<file path="src/rtl/ysyx_22050039_fetch_unit.sv">
// Fetch unit: one outstanding imem read at a time, results queued with their PC toward decode.
// Latency: request the cycle after IDLE, inst_valid the cycle after the response; requests stall while the buffer is full.

module ysyx_22050039_fifo #(
  parameter int WIDTH = 8,
  parameter int DEPTH = 2
) (
  input  logic                         clk,
  input  logic                         rst,
  input  logic                         flush,
  input  logic                         push,
  input  logic [WIDTH-1:0]             push_dat,
  input  logic                         pop,
  output logic [WIDTH-1:0]             pop_dat,
  output logic [$clog2(DEPTH+1)-1:0]   count
);
  localparam int AW = $clog2(DEPTH);
  localparam int CW = $clog2(DEPTH+1);

  logic [WIDTH-1:0] mem [DEPTH];
  logic [AW-1:0]    wr_ptr;
  logic [AW-1:0]    rd_ptr;
  logic             do_push;
  logic             do_pop;

  assign do_pop  = pop && (count != '0);
  assign do_push = push && ((count != CW'(DEPTH)) || do_pop);
  assign pop_dat = mem[rd_ptr];

  always_ff @(posedge clk) begin
    if (!rst) begin
      wr_ptr <= '0;
      rd_ptr <= '0;
      count  <= '0;
    end else if (flush) begin
      wr_ptr <= '0;
      rd_ptr <= '0;
      count  <= '0;
    end else begin
      if (do_push) wr_ptr <= wr_ptr + 1'b1;
      if (do_pop)  rd_ptr <= rd_ptr + 1'b1;
      count <= count + CW'(do_push) - CW'(do_pop);
    end
  end

  always_ff @(posedge clk) begin
    if (rst && !flush && do_push) mem[wr_ptr] <= push_dat;
  end
endmodule

module ysyx_22050039_fetch_unit #(
  parameter int               XLEN       = 64,
  parameter int               INST_LEN   = 32,
  parameter logic [XLEN-1:0]  RESET_PC   = XLEN'(64'h8000_0000),
  parameter int               FIFO_DEPTH = 2
) (
  input  logic                clk,
  input  logic                rst,
  input  logic                redirect_valid,
  input  logic [XLEN-1:0]     redirect_pc,
  output logic                imem_req_valid,
  input  logic                imem_req_ready,
  output logic [XLEN-1:0]     imem_req_addr,
  input  logic                imem_resp_valid,
  input  logic [INST_LEN-1:0] imem_resp_data,
  output logic                inst_valid,
  input  logic                inst_ready,
  output logic [INST_LEN-1:0] inst,
  output logic [XLEN-1:0]     inst_pc,
  output logic                misalign
);
  localparam int             CW      = $clog2(FIFO_DEPTH+1);
  localparam logic [CW-1:0]  DEPTH_C = CW'(FIFO_DEPTH);

  typedef enum logic [1:0] {IDLE, REQ, WAIT, DROP} state_t;

  typedef struct packed {
    logic [INST_LEN-1:0] inst;
    logic [XLEN-1:0]     pc;
  } entry_t;

  state_t          state;
  state_t          state_nxt;
  logic [XLEN-1:0] pc;
  logic [XLEN-1:0] pc_nxt;
  logic [XLEN-1:0] req_pc;
  logic [CW-1:0]   count;
  logic [CW-1:0]   count_after;
  logic            req_fire;
  logic            aligned;
  logic            push;
  logic            pop;
  entry_t          push_entry;
  entry_t          head;

  assign aligned        = (pc[1:0] == 2'b00);
  assign misalign       = !aligned;
  assign imem_req_valid = (state == REQ);
  assign imem_req_addr  = pc;
  assign req_fire       = imem_req_valid && imem_req_ready;

  // Redirect cancels any same-cycle push or pop; the flush wins inside the buffer.
  assign push        = (state == WAIT) && imem_resp_valid && !redirect_valid;
  assign pop         = inst_valid && inst_ready && !redirect_valid;
  assign count_after = count + CW'(push) - CW'(pop);

  assign push_entry.inst = imem_resp_data;
  assign push_entry.pc   = req_pc;
  assign inst_valid      = (count != '0);
  assign inst            = head.inst;
  assign inst_pc         = head.pc;

  ysyx_22050039_fifo #(
    .WIDTH ($bits(entry_t)),
    .DEPTH (FIFO_DEPTH)
  ) u_buf (
    .clk      (clk),
    .rst      (rst),
    .flush    (redirect_valid),
    .push     (push),
    .push_dat (push_entry),
    .pop      (pop),
    .pop_dat  (head),
    .count    (count)
  );

  always_comb begin
    state_nxt = state;
    pc_nxt    = pc;
    case (state)
      IDLE: if (aligned && (count < DEPTH_C)) state_nxt = REQ;
      REQ: begin
        if (req_fire) begin
          pc_nxt    = pc + XLEN'(4);
          state_nxt = WAIT;
        end
      end
      WAIT: if (imem_resp_valid) state_nxt = ((count_after < DEPTH_C) && aligned) ? REQ : IDLE;
      DROP: if (imem_resp_valid) state_nxt = IDLE;
      default: state_nxt = IDLE;
    endcase

    // An accepted-but-unanswered request must have its response swallowed in DROP.
    if (redirect_valid) begin
      pc_nxt = redirect_pc;
      case (state)
        REQ:        state_nxt = req_fire ? DROP : IDLE;
        WAIT, DROP: state_nxt = imem_resp_valid ? IDLE : DROP;
        default:    state_nxt = IDLE;
      endcase
    end
  end

  always_ff @(posedge clk) begin
    if (!rst) begin
      state  <= IDLE;
      pc     <= RESET_PC;
      req_pc <= '0;
    end else begin
      state <= state_nxt;
      pc    <= pc_nxt;
      if (req_fire) req_pc <= pc;
    end
  end
endmodule

</file>
<file path="config.mk">
export PLATFORM = sky130hd
export DESIGN_NAME = ysyx_22050039_fetch_unit
export DESIGN_NICKNAME = d
export VERILOG_FILES = /design/src/rtl/ysyx_22050039_fetch_unit.sv
export SDC_FILE = /design/constraint.sdc
export NUM_CORES = 1
export LEC_CHECK = 0
export BUFFER_PORTS_ARGS = -buffer_cell sky130_fd_sc_hd__buf_2
export CAP_MARGIN = 20
export CORE_UTILIZATION = 30
export DETAILED_ROUTE_END_ITERATION = 7
export GPL_TIMING_DRIVEN = 0
export PLACE_DENSITY = 0.54
export SLEW_MARGIN = 20
export SYNTH_ARGS = -nofsm -noshare
export SYNTH_HDL_FRONTEND = slang
export SYNTH_SLANG_ARGS = --single-unit
export TNS_END_PERCENT = 20
</file>
<file path="constraint.sdc">
create_clock -name clk -period 17.4 [get_ports clk]
set_input_delay 3.48 -clock clk [delete_from_list [all_inputs] [get_ports clk]]
set_output_delay 3.48 -clock clk [all_outputs]
set_load 0.02 [all_outputs]
</file>
# Word-level counts from Yosys, hierarchy flattened
# Memories as Yosys holds them, arrays and structs flattened. A register that Yosys moved wholly into a read port is not among the register bits.
# Index checks and enable logic that the tools add are counted.
# op_classes
n_addsub,7
n_mux,17
eq_ne,8
bitwise_logic,1
magnitude_cmp,2
n_reduce_logical,23
# op_table
cell,count
two-way mux 64 bit,3
"adder 64 x 3 -> 64 bit, second input constant",1
two-way mux 2 bit,7
logical AND 1 bit,11
"inequality test 3 bit, second input constant",3
one-hot mux 2 bit (4 select lines),1
nonzero test 2 bit,3
two-way mux 1 bit,5
adder 2 x 1 -> 2 bit,2
"== test 2 bit, second input constant",2
logical NOT 2 bit,2
"< comparator 2 bit, second input constant",2
one-hot mux 2 bit (2 select lines),1
AND reduction 4 bit,1
OR reduction 2 bit,2
subtractor 2 x 1 -> 2 bit,2
"inequality test 3 x 2 -> 1 bit, second input constant",1
"adder 1 bit, second input constant",2
"== test 2 x 1 -> 1 bit, second input constant",1
logical NOT 1 bit,2
"inequality test 2 bit, second input constant",1
AND reduction 2 bit,1
logical OR 1 bit,1
NOT 1 bit,1
# word_totals
output_inout_bits,163
ramBits,192
mem_count,1
inputBits,102
reg_bits,134
# memory_table
memory,depth,width,rd,rd_clocked_by_memory_dff,wr,line_no,source
u_buf.mem,2,96,1,1,1,20,logic [WIDTH-1:0] mem [DEPTH];

# Longest topological paths before layout
# depth
ltp_word,11
ltp_mapped,10

# By module
# Synthesis repeated with hierarchy kept, for this count alone.
# hier_totals
hier_cells,1109
hier_area_um2,13649.3
# by_module_without_submodules
mod,seq_area_each_um2,cells_per_inst,area_per_inst_um2,n_inst
ysyx_22050039_fifo,5865.6,327,7340.8,1
ysyx_22050039_fetch_unit,2602.5,782,6308.6,1

# Worst setup path after synthesis
# Ideal clock, no wire load.
# synth_path
path_kind,input-to-reg
start,input port redirect_valid
end,"memory u_buf.mem[0][0] (netlist name), enable pin"
slack_ns,8.472
arrival_ns,8.377
setup_ns,0.552
cell_stages,6
required_time_ns,16.848
path_buffers,1
cell_sequence,clkbuf_1 inv_1 a211oi_1 nor4_1 nand2_1 nor2_1
# synth_between
elab_chain_cells,8
elab_cells_between_ends,10
cone_classes,mux: 2; reduce/logical: 8
# synth_rtl
item,line_no,source
start: declaration,59,"input logic redirect_valid,"
logical NOT 1 bit *,"103, 104",
logical AND 1 bit,104,assign pop = inst_valid && inst_ready && !redirect_valid;
logical AND 1 bit,26,assign do_pop = pop && (count != '0);
logical OR 1 bit,27,assign do_push = push && ((count != CW'(DEPTH)) || do_pop);
logical AND 1 bit *,27,
net u_buf.do_push,23,logic do_push;
logical AND 1 bit *,47,if (rst && !flush && do_push) mem[wr_ptr] <= push_dat;
two-way mux 1 bit *,47,
two-way mux 1 bit (implied by the code) *,47,
end: declaration,20,
# The timed path passes the listed nets; every way through them passes the cells marked *.

==> results.yml <==
status:
  status: "completed"
grt:
  grt_pass1_vias: 10000
  grt_max_degree: 49
  antenna_found_initial: 2
  grt_overflow_total: 0
  grt_pass1_wl_um: 63600
  track_usage_pct: 18.2
synth:
  ys_types: 66
  synth_area_um2: 13700
  synth-edff-count: 192
  synth_ff_type: "edfxtp_1"
  synth_area_per_cell_um2: 11.9
  ys_seq_elements: 327
  synth_area_leader_cell: "edfxtp_1"
  synth_top_area_share_pct: 42.0
  synth_seq_area_share_pct: 61.7
  async_flop_share_pct: 0
  synth_fp_nets: 1259
  synth_area_leaders: "edfxtp_1 (42%), dfxtp_1 (20%), mux2_2 (7.9%)"
  syn_inst: 1153
  yosys_warnings: 0
hold_path:
  hold_start: "req_pc[55]"
  hold_path_class: "reg2reg"
clocking:
  holdBufCountCts: 0
  clock-root-buffer: "clkbuf_16"
  worstSkewPairLatency_ns: 0.55
  htreeDepth: 2
  cts_buffers: 39
  cts.sinks: 327
  cts_buffer_depth: 3
  post_cts_buffers: 0
  ctsResizeCount: 0
  clkTransAtPathRegs_ns: 0.05
  cts_tree: "yes"
floorplanning:
  rows: 77
  initial_core_util_pct: 30.7
  die-width_um: 216
  core_um2: 44700
  fp.dieArea_um2: 46600
  die_height_um: 216
  io_pins: 265
finish:
  final_core_util_pct: 38.5
  drive_gt1_share_pct: 30.2
  fillerInstances: 4385
  finalNetCount: 1570
  synthToLayoutAreaGrowth_pct: 25.5
  fin_area_um2: 17200
sta:
  setup_viol: 0
  worstMarginPinSlew_ns: 1.01
  setup_slack_ns: 10.87
  hold_viol_final: 0
  grt_setup_unrepaired: "false"
  finClkSkew_ns: 0.0233
  fmax_mhz: 153
  setup_tns_ns: 0
  post-route-min-period_ns: 6.53
  relSlewSlack_pct: 32.0
  period_share_pct: 37.5
  drv_slew: 0
worst_setup_path:
  cp.buffers_inverters: 4
  crit_family: "buffers and inverters"
  slowest_stage: "clkbuf_1"
  worstSetupPathType: "reg2out"
  r2r_start: "imem_req_addr[7]"
  crit_chain: "clkbuf_1 > clkbuf_1 > clkbuf_1 > mux2_2 > buf_2"
  cpMostUsedCell: "clkbuf_1"
  arrival_ns: 3.05
  cp_max_fo: 10
  cp.required_ns: 13.92
  worstSetupStartpointType: "flip-flop"
  max_stage_delay_ns: 0.56
  cp-end-kind: "output pin"
routing:
  routed.top_layer: "met4"
  vias: 10400
  wl_met2_um: 19800
  drt-pass1-iter-count: 5
  drt_iter0_drc: 839
  drc: 0
  antenna_left: 0
  post_drt_wl_per_cell_um: 20.6
  wl_um: 43000
  viasPerCell: 4.97
  m1WireLength_um: 19200
  wl_met3_um: 2720
place:
  dpl_cell_area_um2: 16000
  portBuffers: 263
  gp_congestion: 0.861
  post-dp-hpwl_um: 31200
  post-place-ws_ns: 10.91
power_and_ir_drop:
  ir_drop_mv: 0.0581
  powerDensity_nw_per_um2: 102
  power.total_mw: 1.76
  p_leak_nw: 5.76
run:
  max_cap_viol_count: 0
cell usage in the layout (no fill, tap or decap), types with 8 or more instances in the layout:
master	count
buf_2	266
edfxtp_1	192
nand2_1	177
dfxtp_1	135
mux2_2	96
a21boi_0	65
clkbuf_1	62
o21ai_0	55
clkbuf_16	41
nand4_1	28
nand3_1	26
xnor2_1	25
nor2_1	24
nor4_1	20
or4_1	20
nor3_1	19
a31oi_1	18
a21oi_1	17
inv_1	14
and3_1	13
o31ai_1	13
buf_1	10
and2_1	10
nand2b_1	9
nor2b_1	8
or3_1	8
where the power goes:
group	total [mW]	internal (mW)	leakage, nW	switching [mW]
sequential	0.854	0.830	2.66	0.0235
clock	0.799	0.479	0.611	0.320
combinational	0.110	0.0398	2.48	0.0707
through the flow:
stage                     hold slack [ns]  std cells
after floorplan                     0.425       1153
after global placement              0.430       2008
after detailed placement            0.438       2015
after CTS                           0.452       2086
after global routing                0.461       2086
final                               0.453       2087
layer usage:
| layer | vias to the layer above | track usage [%] |
|---|---|---|
| met1 | 5046 | 24.3 |
| met3 | 66 | 3.62 |
| li1 | 4901 | - |
| met2 | 354 | 29.3 |
| met4 | 0 | 6.43 |
| met5 | - | 0 |
registers in the layout (all words and copies together) (netlist names), named ones only:
signal and count:
imem_req_addr 64, req_pc 64, state 2, u_buf.count 2, u_buf.mem 192, u_buf.rd_ptr 1
u_buf.wr_ptr 1
final timing paths:
check | slack (ns) | cells after the start | to
setup / recovery | 10.87 | 5 | inst_pc[55]
hold / removal | 0.45 | 0 | u_buf.mem[0][55]
setup reg to reg | 14.39 | 6 | imem_req_addr[59]
hold reg to reg | 0.45 | 0 | u_buf.mem[0][55]
area by class of cell:
type	instances	area, µm²	area share, %
Inverter	14	52.6	0.305
Sequential cell	327	8470	49.2
Antenna cell	1	2.50	0.0145
Timing Repair Buffer	270	1490	8.63
Buffer	78	365	2.12
Tap cell	592	741	4.30
Clock inverter	15	131	0.763
Multi-Input combinational cell	734	4850	28.2
Clock buffer	56	1120	6.52
cell families after synthesis:
group                    synth area share [%]
AO/OA/AOI/OAI                            9.83
XOR/XNOR                                 2.04
adder cells (fa/ha/maj)                 0.365
buffers and inverters                    3.05
flip-flops                               61.7
multiplexers                             8.03
AND/OR/NAND/NOR                          15.0
cell usage after synthesis, types with 3 or more instances:
library cell,count
dfxtp_1,135
a21oi_1,17
xor2_1,7
and4_1,6
o211a_1,7
nor3_1,19
nor2_1,25
mux2_2,96
nand4_1,28
o31ai_1,13
and3_1,14
or4_1,20
nand2b_1,9
a211oi_1,5
o311a_1,5
buf_6,4
buf_4,3
o21ai_0,55
ha_1,4
nand3_1,26
clkbuf_2,3
nor2b_1,8
nand2_1,177
or3_1,8
a21boi_0,65
buf_1,10
buf_2,3
nor4b_1,3
or2_2,3
a31oi_1,18
nor4_1,21
clkbuf_1,51
and2_1,10
edfxtp_1,192
inv_1,14
nor3b_1,4
o21a_1,5
xnor2_1,25
No activity file was read; power rests on OpenSTA's default activity.
